==> src/rtl/bist_scan_sequencer.sv <==
// bist_scan_sequencer: sequences one scan-based BIST session.
// Flow is INIT, then N_PATTERNS x (CHAIN_LEN shift cycles + 1 capture cycle),
// then CHAIN_LEN flush cycles, then DONE. Every output is a flop whose next
// value is decoded from the next state, so START never reaches an output
// combinationally.
module bist_scan_sequencer #(
  parameter int CHAIN_LEN  = 8,
  parameter int N_PATTERNS = 16,
  parameter int PAT_W      = 8
) (
  input  logic             CLK,
  input  logic             RST,
  input  logic             START,
  output logic             SCAN_EN,
  output logic             INIT,
  output logic             RUNNING,
  output logic             FINISH,
  output logic             BIST_END,
  output logic [PAT_W-1:0] PATTERN_CNT
);

  localparam int CNT_W = 8;

  localparam logic [CNT_W-1:0] CHAIN_LAST = CNT_W'(CHAIN_LEN - 1);
  localparam logic [PAT_W-1:0] PAT_LAST   = PAT_W'(N_PATTERNS);

  localparam logic [2:0] ST_IDLE    = 3'd0;
  localparam logic [2:0] ST_INIT    = 3'd1;
  localparam logic [2:0] ST_SHIFT   = 3'd2;
  localparam logic [2:0] ST_CAPTURE = 3'd3;
  localparam logic [2:0] ST_FLUSH   = 3'd4;
  localparam logic [2:0] ST_DONE    = 3'd5;

  // Reject parameter sets the counters cannot represent.
  if (CHAIN_LEN < 1 || CHAIN_LEN > 255) begin : g_bad_chain
    $fatal(1, "bist_scan_sequencer: CHAIN_LEN must be in 1..255");
  end
  if (N_PATTERNS < 1 || (N_PATTERNS >> PAT_W) != 0) begin : g_bad_pat
    $fatal(1, "bist_scan_sequencer: N_PATTERNS must be in 1..2^PAT_W-1");
  end

  logic [2:0]       state_q, state_d;
  logic             start_d_q;
  logic             armed_q;
  logic [CNT_W-1:0] shift_cnt_q, shift_cnt_d;
  logic [PAT_W-1:0] pattern_cnt_q, pattern_cnt_d;
  logic [PAT_W-1:0] pattern_inc;
  logic             scan_en_q, scan_en_d;
  logic             init_q, init_d;
  logic             running_q, running_d;
  logic             finish_q, finish_d;
  logic             bist_end_q, bist_end_d;
  logic             start_rise;

  // armed_q stays low for the first edge after reset. That way a START held
  // high through reset release is absorbed into start_d_q instead of being
  // taken as a fresh request; a new 0->1 edge is needed.
  assign start_rise  = START & ~start_d_q & armed_q;
  assign pattern_inc = pattern_cnt_q + 1'b1;

  // Next-state, shift counter and pattern counter.
  always_comb begin
    state_d       = state_q;
    shift_cnt_d   = shift_cnt_q;
    pattern_cnt_d = pattern_cnt_q;
    case (state_q)
      ST_IDLE, ST_DONE: begin
        if (start_rise) begin
          state_d       = ST_INIT;
          pattern_cnt_d = '0;
        end
      end
      ST_INIT: begin
        state_d     = ST_SHIFT;
        shift_cnt_d = '0;
      end
      ST_SHIFT: begin
        if (shift_cnt_q == CHAIN_LAST) begin
          state_d     = ST_CAPTURE;
          shift_cnt_d = '0;
        end else begin
          shift_cnt_d = shift_cnt_q + 1'b1;
        end
      end
      ST_CAPTURE: begin
        pattern_cnt_d = pattern_inc;
        shift_cnt_d   = '0;
        if (pattern_inc == PAT_LAST) begin
          state_d = ST_FLUSH;
        end else begin
          state_d = ST_SHIFT;
        end
      end
      ST_FLUSH: begin
        if (shift_cnt_q == CHAIN_LAST) begin
          state_d     = ST_DONE;
          shift_cnt_d = '0;
        end else begin
          shift_cnt_d = shift_cnt_q + 1'b1;
        end
      end
      default: begin
        state_d       = ST_IDLE;
        shift_cnt_d   = '0;
        pattern_cnt_d = '0;
      end
    endcase
  end

  // Output decode from the next state so the registered outputs line up
  // with the state register.
  always_comb begin
    scan_en_d  = (state_d == ST_SHIFT) || (state_d == ST_FLUSH);
    init_d     = (state_d == ST_INIT);
    running_d  = (state_d == ST_INIT) || (state_d == ST_SHIFT) ||
                 (state_d == ST_CAPTURE) || (state_d == ST_FLUSH);
    finish_d   = (state_d == ST_DONE) && (state_q != ST_DONE);
    bist_end_d = (state_d == ST_DONE);
  end

  // State, counters, START history and output registers.
  always_ff @(posedge CLK or negedge RST) begin
    if (!RST) begin
      state_q       <= ST_IDLE;
      start_d_q     <= 1'b0;
      armed_q       <= 1'b0;
      shift_cnt_q   <= '0;
      pattern_cnt_q <= '0;
      scan_en_q     <= 1'b0;
      init_q        <= 1'b0;
      running_q     <= 1'b0;
      finish_q      <= 1'b0;
      bist_end_q    <= 1'b0;
    end else begin
      state_q       <= state_d;
      start_d_q     <= START;
      armed_q       <= 1'b1;
      shift_cnt_q   <= shift_cnt_d;
      pattern_cnt_q <= pattern_cnt_d;
      scan_en_q     <= scan_en_d;
      init_q        <= init_d;
      running_q     <= running_d;
      finish_q      <= finish_d;
      bist_end_q    <= bist_end_d;
    end
  end

  assign SCAN_EN     = scan_en_q;
  assign INIT        = init_q;
  assign RUNNING     = running_q;
  assign FINISH      = finish_q;
  assign BIST_END    = bist_end_q;
  assign PATTERN_CNT = pattern_cnt_q;

endmodule

==> config.mk <==
export PLATFORM = sky130hd
export DESIGN_NAME = bist_scan_sequencer
export DESIGN_NICKNAME = d
export VERILOG_FILES = /design/src/rtl/bist_scan_sequencer.sv
export SDC_FILE = /design/constraint.sdc
export NUM_CORES = 1
export LEC_CHECK = 0
export BUFFER_PORTS_ARGS = -buffer_cell sky130_fd_sc_hd__buf_2
export CAP_MARGIN = 20
export CELL_PAD_IN_SITES_DETAIL_PLACEMENT = 0
export CELL_PAD_IN_SITES_GLOBAL_PLACEMENT = 1
export CORE_MARGIN = 3
export CORE_UTILIZATION = 47
export DETAILED_ROUTE_END_ITERATION = 10
export PLACE_DENSITY_LB_ADDON = 0.1
export SYNTH_ARGS = -nofsm -noshare
export SYNTH_HDL_FRONTEND = slang
export SYNTH_SLANG_ARGS = --single-unit
==> constraint.sdc <==
create_clock -name CLK -period 3.35 [get_ports CLK]
set_input_delay 0.335 -clock CLK [delete_from_list [all_inputs] [get_ports CLK]]
set_output_delay 0.335 -clock CLK [all_outputs]
set_load 0.02 [all_outputs]
; Word-level counts from Yosys, hierarchy flattened
; Cells that the tools add are included.
[word_totals]
reg_bits = 26
inputBits = 3
out_inout_bits = 13
[op_classes]
addsub = 2
eq_ne = 14
muxes = 9
bitwise = 4
reduce_logical = 10
[ops]
columns = operator, count
row1 = one-hot mux 8 bit (3 select lines), 1
row2 = adder 8 x 1 -> 8 bit (second input constant), 2
row3 = 2-to-1 mux 8 bit, 2
row4 = one-hot mux 8 bit (2 select lines), 1
row5 = one-hot mux 3 bit (5 select lines), 1
row6 = == test 3 x 2 -> 1 bit (second input constant), 4
row7 = == test 3 bit (second input constant), 4
row8 = 2-to-1 mux 3 bit, 4
row9 = == test 8 x 3 -> 1 bit (second input constant), 1
row10 = == test 8 x 5 -> 1 bit (second input constant), 1
row11 = == test 3 x 1 -> 1 bit (second input constant), 2
row12 = logical OR 1 bit, 4
row13 = OR reduction 2 bit, 2
row14 = zero test 3 bit, 1
row15 = != test 3 bit (second input constant), 1
row16 = OR reduction 3 bit, 1
row17 = AND 1 bit, 2
row18 = != test 2 bit (second input constant), 1
row19 = NOT 1 bit, 2
row20 = AND reduction 2 bit, 1
row21 = logical AND 1 bit, 1

; Depth between registers and ports, before layout
; Gate-level depths: netlist of the first run.
[logic_depth]
ltp_word = 9
ltp_mapped = 5
mapped_depth_nobuf = 5

; Least setup slack after synthesis of the first run
; No wires, ideal clock.
[synth_timing]
kind = reg2reg
startpoint = register pattern_cnt_q[0], in the netlist PATTERN_CNT[0]
endpoint = register state_q[1]
setup_ns = 0.123
t_arrival_ns = 1.847
required_ns = 3.227
slack_ns = 1.380
stages_incl_launch_ff = 6
path_cell_list = dfrtp_1 ha_1 nand3_2 o21a_1 or4_4 o221a_1
[synth_via]
elab_chain_cells = 4
[synth_rtl]
columns = item, line_no
row1 = start: declaration, 46  ; logic [PAT_W-1:0] pattern_cnt_q, pattern_cnt_d;
row2 = start signal: assignment, 139  ; pattern_cnt_q <= pattern_cnt_d;
row3 = adder 8 x 1 -> 8 bit, 59  ; assign pattern_inc = pattern_cnt_q + 1'b1;
row4 = == test 8 x 5 -> 1 bit, 88  ; if (pattern_inc == PAT_LAST) begin
row5 = 2-to-1 mux 3 bit, 88
row6 = one-hot mux 3 bit (5 select lines), 66  ; case (state_q)
row7 = via state_d[1], 42  ; logic [2:0] state_q, state_d;
row8 = end signal: assignment, 135  ; state_q <= state_d;
row9 = end: declaration, 42
; The timed path passes the listed nets, and every way through them passes these cells.
; A chain may end at the register's enable or synchronous reset.

; Worst setup path in the final report of the first run
[layout_timing]
startpoint = register state_q[1]
endpoint = register pattern_cnt_q[6], in the netlist PATTERN_CNT[6]
[layout_via]
elab_chain_cells = 4
[layout_rtl]
columns = item, line_no
row1 = == test 3 bit (tied with other cells), 66
row2 = OR reduction 2 bit / OR reduction 3 bit (equally long branches), --
row3 = != test 2 bit (no source line) / NOT 1 bit (equally long branches), --
row4 = AND reduction 2 bit (no source line), --
; Parallel ways exist; a longest one is shown, timed or not.

==> results of run 1 <==
## critical path: cells and delay by family (launching register included)
kind	cells	cell delay (ns)
AOI/OAI and AO/OA	2	0.60
buffers and inverters	1	0.24
DFF	1	0.83
and+or+nand+nor	1	0.22
## stage by stage
stage / utilization, % / instances / hold WS, ns / area (sq um)
2_1_floorplan: - / 157 / 0.03941 / 1456
3_3_place_gp: 53.60 / 194 / 0.3632 / 1529
3_5_place_dp: 53.60 / 194 / 0.3682 / 1529
4_1_cts: 55.79 / 199 / 0.1304 / 1592
5_1_grt: 55.79 / 199 / 0.1209 / 1592
6_report: 55.79 / 199 / 0.1362 / 1592
## routing by layer
metal | up-vias | share of wire (%) | global-route usage, %
met1 | 581 | 54 | 27.71
met5 | - | 0 | 0
met4 | 0 | 1.5 | 6.364
met3 | 5 | 2.7 | 2.516
met2 | 19 | 41 | 23.02
li1 | 595 | - | -
## state kept, by name (all words and copies together), names as in the netlist
| signal | count |
|---|---|
| shift_cnt_q | 8 |
| SCAN_EN | 1 |
| INIT | 1 |
| PATTERN_CNT | 8 |
| BIST_END | 1 |
| armed_q | 1 |
| RUNNING | 1 |
| FINISH | 1 |
| start_d_q | 1 |
| state_q | 3 |
## synth_stat cells, drive strengths merged (3+ instances only)
master | n | area [sq um]
a21oi | 7 | 35.03
a31oi | 5 | 31.28
and2 | 5 | 31.28
and3 | 3 | 18.77
buf | 6 | 30.03
clkbuf | 3 | 11.26
dfrtp | 26 | 650.6
inv | 7 | 26.28
nand2 | 9 | 33.78
nand2b | 3 | 18.77
nand3 | 5 | 30.03
nand4 | 3 | 25.02
nor2 | 9 | 33.78
nor3 | 6 | 30.03
o211ai | 5 | 37.54
o21ai | 16 | 80.08
xor2 | 5 | 43.79
## logic make-up after synthesis
group,Yosys count
simple gates,57
compound gates,46
flops,26
buf+inv,16
xor+xnor,7
fa+ha+maj,2
mux,2
other cells,1
## cell type report
class | instances | area share, %
Multi-Input combinational cell | 115 | 46.38
Timing Repair Buffer | 16 | 5.346
Clock buffer | 3 | 1.415
Clock inverter | 1 | 1.887
Tap cell | 31 | 2.437
Sequential cell | 26 | 40.88
Inverter | 7 | 1.651
## where the power goes
part | leakage, nW | switching [W] | internal [W]
clock | 0.0279 | 0.0000966 | 0.000121
sequential | 0.330 | 0.000172 | 0.000402
combinational | 0.337 | 0.000284 | 0.000219
total | 0.695 | 0.000553 | 0.000742
## path summary, 6_finish.rpt
kind                                startpoint              to  slack, ns  depth (start not counted)
worst min-delay path                     START       start_d_q       0.14                          1
max in group asynchronous                  RST      state_q[2]       2.46                          2
min in group asynchronous                  RST  PATTERN_CNT[2]       0.51                          2
worst max register to register      state_q[1]  PATTERN_CNT[6]       1.37                          4
worst max-delay path                state_q[1]  PATTERN_CNT[6]       1.37                          4
worst min register to register  PATTERN_CNT[7]  PATTERN_CNT[7]       0.54                          1
==> flow_metrics.py, run 1 <==
metrics = {
    "sta": {
        "worst_clock_skew_ns": 0.01097,
        "finalSetupTns_ns": 0,
        "post-route-period-util_pct": 59.09,
        "rsz0062_at_grt": "no",
        "setup_viol": 0,
        "period_needed_ns": 1.979,
        "finalHoldViolCount": 0,
        "maxSlewViolCount": 0,
        "max_slew_margin_pct": 52.28,
        "fmaxAchievable_mhz": 505.2,
        "worst_slew_pin_slew_ns": 0.7158,
        "setup_ws_ns": 1.371,
    },
    "worst_setup_path": {
        "required_ns": 3.60,
        "setup.worst_path.end_class": "flop",
        "critical_path_class": "flop to flop",
        "startpoint_type": "flop",
        "critPathMaxFanout": 24,
        "cpPeakStageDelay_ns": 0.83,
        "cp.arrival_ns": 2.23,
        "crit_chain": "inv_1 > and3_1 > a221o_1 > o21ai_0",
        "crit_path_top_delay_cell": "dfrtp_1",
    },
    "clocking": {
        "clkLatencyLatePin_ns": 0.33,
        "cts_hold_buf": 1,
        "numClockSinks": 26,
        "cts-root-buf": "clkbuf_4",
        "cts_resized": 0,
        "htree_num_levels": 1,
        "cts_tree": "yes",
        "cts-buffers-inserted": 3,
        "cts_setup_buffers": 0,
        "clock_path_buffers": 2,
        "path_clk_slew_ns": 0.15,
    },
    "synth": {
        "synth-xor-area-share_pct": 4.210,
        "synth_seq_cells": 26,
        "synthFlopType": "dfrtp_1",
        "netlist_area_sq_um": 1456,
        "yosys_warnings": 0,
        "syn_nets": 162,
        "synth_fa_ha_area_share_pct": 1.718,
        "yosys.area_share.simple_pct": 22.94,
        "synth.yosys.seq_area_share_pct": 44.67,
        "synth_top_family_by_area": "simple AND/OR/NAND/NOR gates",
        "synthDistinctLibCells": 47,
        "syn_avg_cell_area_sq_um": 9.276,
        "netlist_instances": 157,
        "synthArstFlopShare_pct": 100.0,
        "synth_edf_count": 0,
        "synth.area.mux_share_pct": 1.460,
        "synth-compound-area-share_pct": 20.10,
    },
    "placed_design": {
        "place_ws_ns": 1.383,
        "hpwlAfterDp_mm": 2.044,
        "port_buffers": 15,
        "routabilityCongestion": 0.7653,
    },
    "final_layout": {
        "regArea_sq_um": 650.6,
        "final_cell_mix": "dfrtp_1, o21ai_0, buf_2, nand2_1, nor2_1",
        "multi_input_area_sq_um": 738.2,
        "antenna_cells": 0,
        "area_growth_pct": 9.279,
        "drive_gt1_share_pct": 14.29,
        "layout_commonest_cell": "dfrtp_1",
        "nFillCells": 259,
        "final_nets": 174,
    },
    "power_and_ir_drop": {
        "power_density_nw_per_um2": 813.8,
        "power_w": 0.001295,
        "peakVddDrop_uv": 373.4,
        "power_leakage_nw": 0.6947,
    },
    "floorplanning": {
        "dieWidth_um": 61.67,
        "start_util_pct": 51.05,
        "dieArea_sq_um": 3803,
        "row_count": 19,
        "dieHeight_um": 61.67,
        "core_sq_um": 2853,
        "ioPinCount": 16,
    },
    "flow_run": {
        "drv_cap": 0,
    },
    "grt": {
        "grt-ovfl-total": 0,
        "grt_pass1_wl_mm": 4.912,
        "grt_pass1_vias": 1010,
        "grt_start_max_net_pins": 27,
        "antenna_found_initial": 0,
        "grt_usage_pct": 17.31,
    },
    "routing": {
        "drc_errors": 0,
        "routed_via_density": 6.030,
        "ant_nets": 0,
        "vias": 1200,
        "routed_wl_mm": 2.911,
        "initialDrtViolationCount": 91,
        "drt-pass1-iter-count": 5,
        "post_drt_wl_per_cell_um": 14.63,
    },
    "min_path": {
        "hold_path.class": "input port to flop",
    },
    "run_status": {
        "status": "finished clean",
    },
}
(Power assumes the default switching activity.)
==> inputs of run 2 (changes only) <==
--- a/config.mk
+++ b/config.mk
@@ -5,12 +5,13 @@
 export SDC_FILE = /design/constraint.sdc
 export NUM_CORES = 1
 export LEC_CHECK = 0
+export ABC_AREA = 1
 export BUFFER_PORTS_ARGS = -buffer_cell sky130_fd_sc_hd__buf_2
 export CAP_MARGIN = 20
 export CELL_PAD_IN_SITES_DETAIL_PLACEMENT = 0
 export CELL_PAD_IN_SITES_GLOBAL_PLACEMENT = 1
 export CORE_MARGIN = 3
-export CORE_UTILIZATION = 47
+export CORE_UTILIZATION = 42
 export DETAILED_ROUTE_END_ITERATION = 10
 export PLACE_DENSITY_LB_ADDON = 0.1
 export SYNTH_ARGS = -nofsm -noshare
==> constraint.sdc (replaced) <==
create_clock -name CLK -period 2 [get_ports CLK]
set_input_delay 0.2 -clock CLK [delete_from_list [all_inputs] [get_ports CLK]]
set_output_delay 0.2 -clock CLK [all_outputs]
set_load 0.02 [all_outputs]
==> flow_metrics.py, run 2 <==
metrics = {
    "power_and_ir_drop": {
        "power_leakage_nw": 0.7703,
        "power_w": 0.001656,
        "power.switching_w": 0.0006801,
        "p_comb_share_pct": 39.2,
        "internal_power_w": 0.0009755,
        "swShare_pct": 41.08,
        "p_seq_share_pct": 44.8,
        "power_frac_clock_pct": 16.0,
        "power_density_nw_per_um2": 1071,
        "peakVddDrop_uv": 481.8,
    },
    "sta": {
        "fmaxAchievable_mhz": 579.0,
        "setup_viol": 0,
        "worst_slew_pin_slew_ns": 0.5819,
        "max_slew_margin_pct": 61.21,
        "maxSlewViolCount": 0,
        "rsz0062_at_grt": "no",
        "period_needed_ns": 1.727,
        "timing.hold.ws_ns": 0.3864,
        "worst_clock_skew_ns": 0.002434,
        "post-route-period-util_pct": 86.36,
        "finalSetupTns_ns": 0,
        "finalHoldViolCount": 0,
    },
    "synth": {
        "netlist_area_sq_um": 1359,
        "yosysMostFrequentCell": "nand2_1",
        "synth_fa_ha_area_share_pct": 1.842,
        "yosys_warnings": 0,
        "synth.top_cell.area_share_pct": 47.88,
        "synth_area_leader_cell": "dfrtp_1",
        "synth.yosys.seq_area_share_pct": 47.88,
        "synthFlopType": "dfrtp_1",
        "syn_avg_cell_area_sq_um": 8.285,
        "synth_top_family_by_area": "simple AND/OR/NAND/NOR gates",
        "synthArstFlopShare_pct": 100.0,
        "synth_seq_cells": 26,
        "synth_edf_count": 0,
        "synth.area.mux_share_pct": 0,
        "netlist_instances": 164,
        "synth-compound-area-share_pct": 12.06,
        "synth.area.top_cells": "dfrtp_1, nand2_1, inv_1",
        "yosys.area_share.simple_pct": 29.28,
        "syn_nets": 169,
        "yosys-top-cells-count": "nand2_1, dfrtp_1, inv_1, nor2_1, nand3_1",
        "synthDistinctLibCells": 30,
        "synth-xor-area-share_pct": 0.6446,
    },
    "placed_design": {
        "port_buffers": 15,
        "placed_cells": 223,
        "routabilityCongestion": 0.8296,
        "hpwlAfterDp_mm": 2.064,
    },
    "worst_setup_path": {
        "worst_path_most_repeated_cell": "nand2_1",
        "crit_buf_inv": 1,
        "cp_top_family": "simple AND/OR/NAND/NOR gates",
        "critical_path_class": "flop to flop",
        "setup.worst_path.end_class": "flop",
        "critPathMaxFanout": 8,
        "required_ns": 2.23,
        "crit_chain": "ha_1 > nand3_1 > o21ai_1 > nand2_1 > nor2_1 > nand3_1 > nand2_1 > inv_1 > nand2_1 > nand2_1",
        "cpPeakStageDelay_ns": 0.48,
        "startpoint_type": "flop",
        "cp.arrival_ns": 1.96,
        "crit_path_top_delay_cell": "dfrtp_1",
    },
    "final_layout": {
        "antenna_cells": 0,
        "nFillCells": 307,
        "regArea_sq_um": 650.6,
        "multi_input_area_sq_um": 599.3,
        "final_nets": 191,
        "drive_gt1_share_pct": 20.00,
        "final_cell_mix": "nand2_1, dfrtp_1, inv_1, buf_2, nor2_1",
        "area_growth_pct": 13.72,
        "stdcell_count": 229,
        "layout_commonest_cell": "nand2_1",
    },
    "routing": {
        "initialDrtViolationCount": 69,
        "routed_via_density": 4.799,
        "drc_errors": 0,
        "ant_nets": 0,
        "drt-pass1-iter-count": 6,
        "post_drt_wl_per_cell_um": 11.66,
        "routed_wl_mm": 2.671,
        "vias": 1099,
    },
    "floorplanning": {
        "dieWidth_um": 62.88,
        "dieArea_sq_um": 3954,
        "row_count": 20,
        "core_sq_um": 3078,
        "start_util_pct": 44.15,
        "ioPinCount": 16,
        "dieHeight_um": 62.88,
    },
    "clocking": {
        "clock_path_buffers": 2,
        "cts_tree": "yes",
        "path_clk_slew_ns": 0.14,
        "htree_num_levels": 1,
        "cts-root-buf": "clkbuf_4",
        "numClockSinks": 26,
        "clkLatencyLatePin_ns": 0.32,
        "cts-buffers-inserted": 3,
        "cts_resized": 0,
    },
    "run_status": {
        "status": "finished clean",
    },
    "flow_run": {
        "drv_cap": 0,
    },
    "min_path": {
        "hold_path.class": "input port to asynchronous set/reset pin",
    },
    "grt": {
        "grt_usage_pct": 14.98,
        "grt_pass1_wl_mm": 4.754,
        "grt_pass1_vias": 1066,
        "grt-ovfl-total": 0,
        "antenna_found_initial": 0,
        "grt_start_max_net_pins": 27,
    },
}
## run 2: changes by cell type after synthesis, moves of 4 or more
| cell | delta |
|---|---|
| nand3_1 | +7 |
| inv_2 | +5 |
| and2_1 | -5 |
| o211ai_1 | -5 |
| nor2_2 | +4 |
| inv_1 | +14 |
| xor2_1 | -4 |
| nand2_1 | +33 |
| o21ai_0 | -10 |
| a31oi_1 | -4 |
## run 2: layer usage
layer | wire, um | vias up | track usage (%)
met2 | 1235 | 13 | 24.11
met1 | 1295 | 507 | 19.79
met4 | 42 | 0 | 5.785
met5 | 0 | - | 0
met3 | 98 | 5 | 2.878
li1 | - | 574 | -
## run 2: cell type report
class	count	share of cell area (%)
sequential	26	42.11
clock buffer	4	2.348
inverter	27	6.559
timing repair buffer	18	6.640
multi-input combinational	110	38.79
tap	44	3.563
## run 2: timing repair
item                                   CTS  global route
buffers inserted                         0             0
endpoints found under the hold margin   27             0
hold buffers                             2             0
## run 2: kinds of logic (layout without fill, tap and decap cells)
family | after synthesis | count (layout)
and+or+nand+nor | 82 | 82
buffers and inverters | 28 | 49
DFF | 26 | 26
AOI/OAI and AO/OA | 24 | 24
adders and majority gates | 2 | 2
other | 1 | 1
xor gates and xnor gates | 1 | 1
## run 2: power groups by stage
stage | registers [W] | clock network (W) | logic [W]
global route | 0.000761 | 0.000302 | 0.000748
floorplan | 0.000768 | 0 | 0.000468
detailed placement | 0.000752 | 0 | 0.000652
global placement | 0.000748 | 0 | 0.000641
CTS | 0.000741 | 0.000276 | 0.000658
finish | 0.000741 | 0.000266 | 0.000649
## run 2: final timing paths
check	start	end	slack (ns)	cells after the start
max	PATTERN_CNT[0]	SCAN_EN	0.27	10
min	RST	shift_cnt_q[5]	0.39	2
max reg2reg	PATTERN_CNT[0]	SCAN_EN	0.27	10
min reg2reg	shift_cnt_q[6]	shift_cnt_q[7]	0.54	2
max in group asynchronous	RST	state_q[0]	1.23	2
min in group CLK	START	start_d_q	0.52	2
## run 2: through the flow
| step | util [%] | instance area [sq um] | worst slack [ns] |
|---|---|---|---|
| global placement | 48.37 | 1489 | 0.3517 |
| CTS | 50.20 | 1545 | 0.2614 |
| detailed placement | 48.37 | 1489 | 0.2866 |
| floorplan | - | 1359 | 0.3404 |
| finish | 50.20 | 1545 | 0.2728 |
| global route | 50.20 | 1545 | 0.05849 |
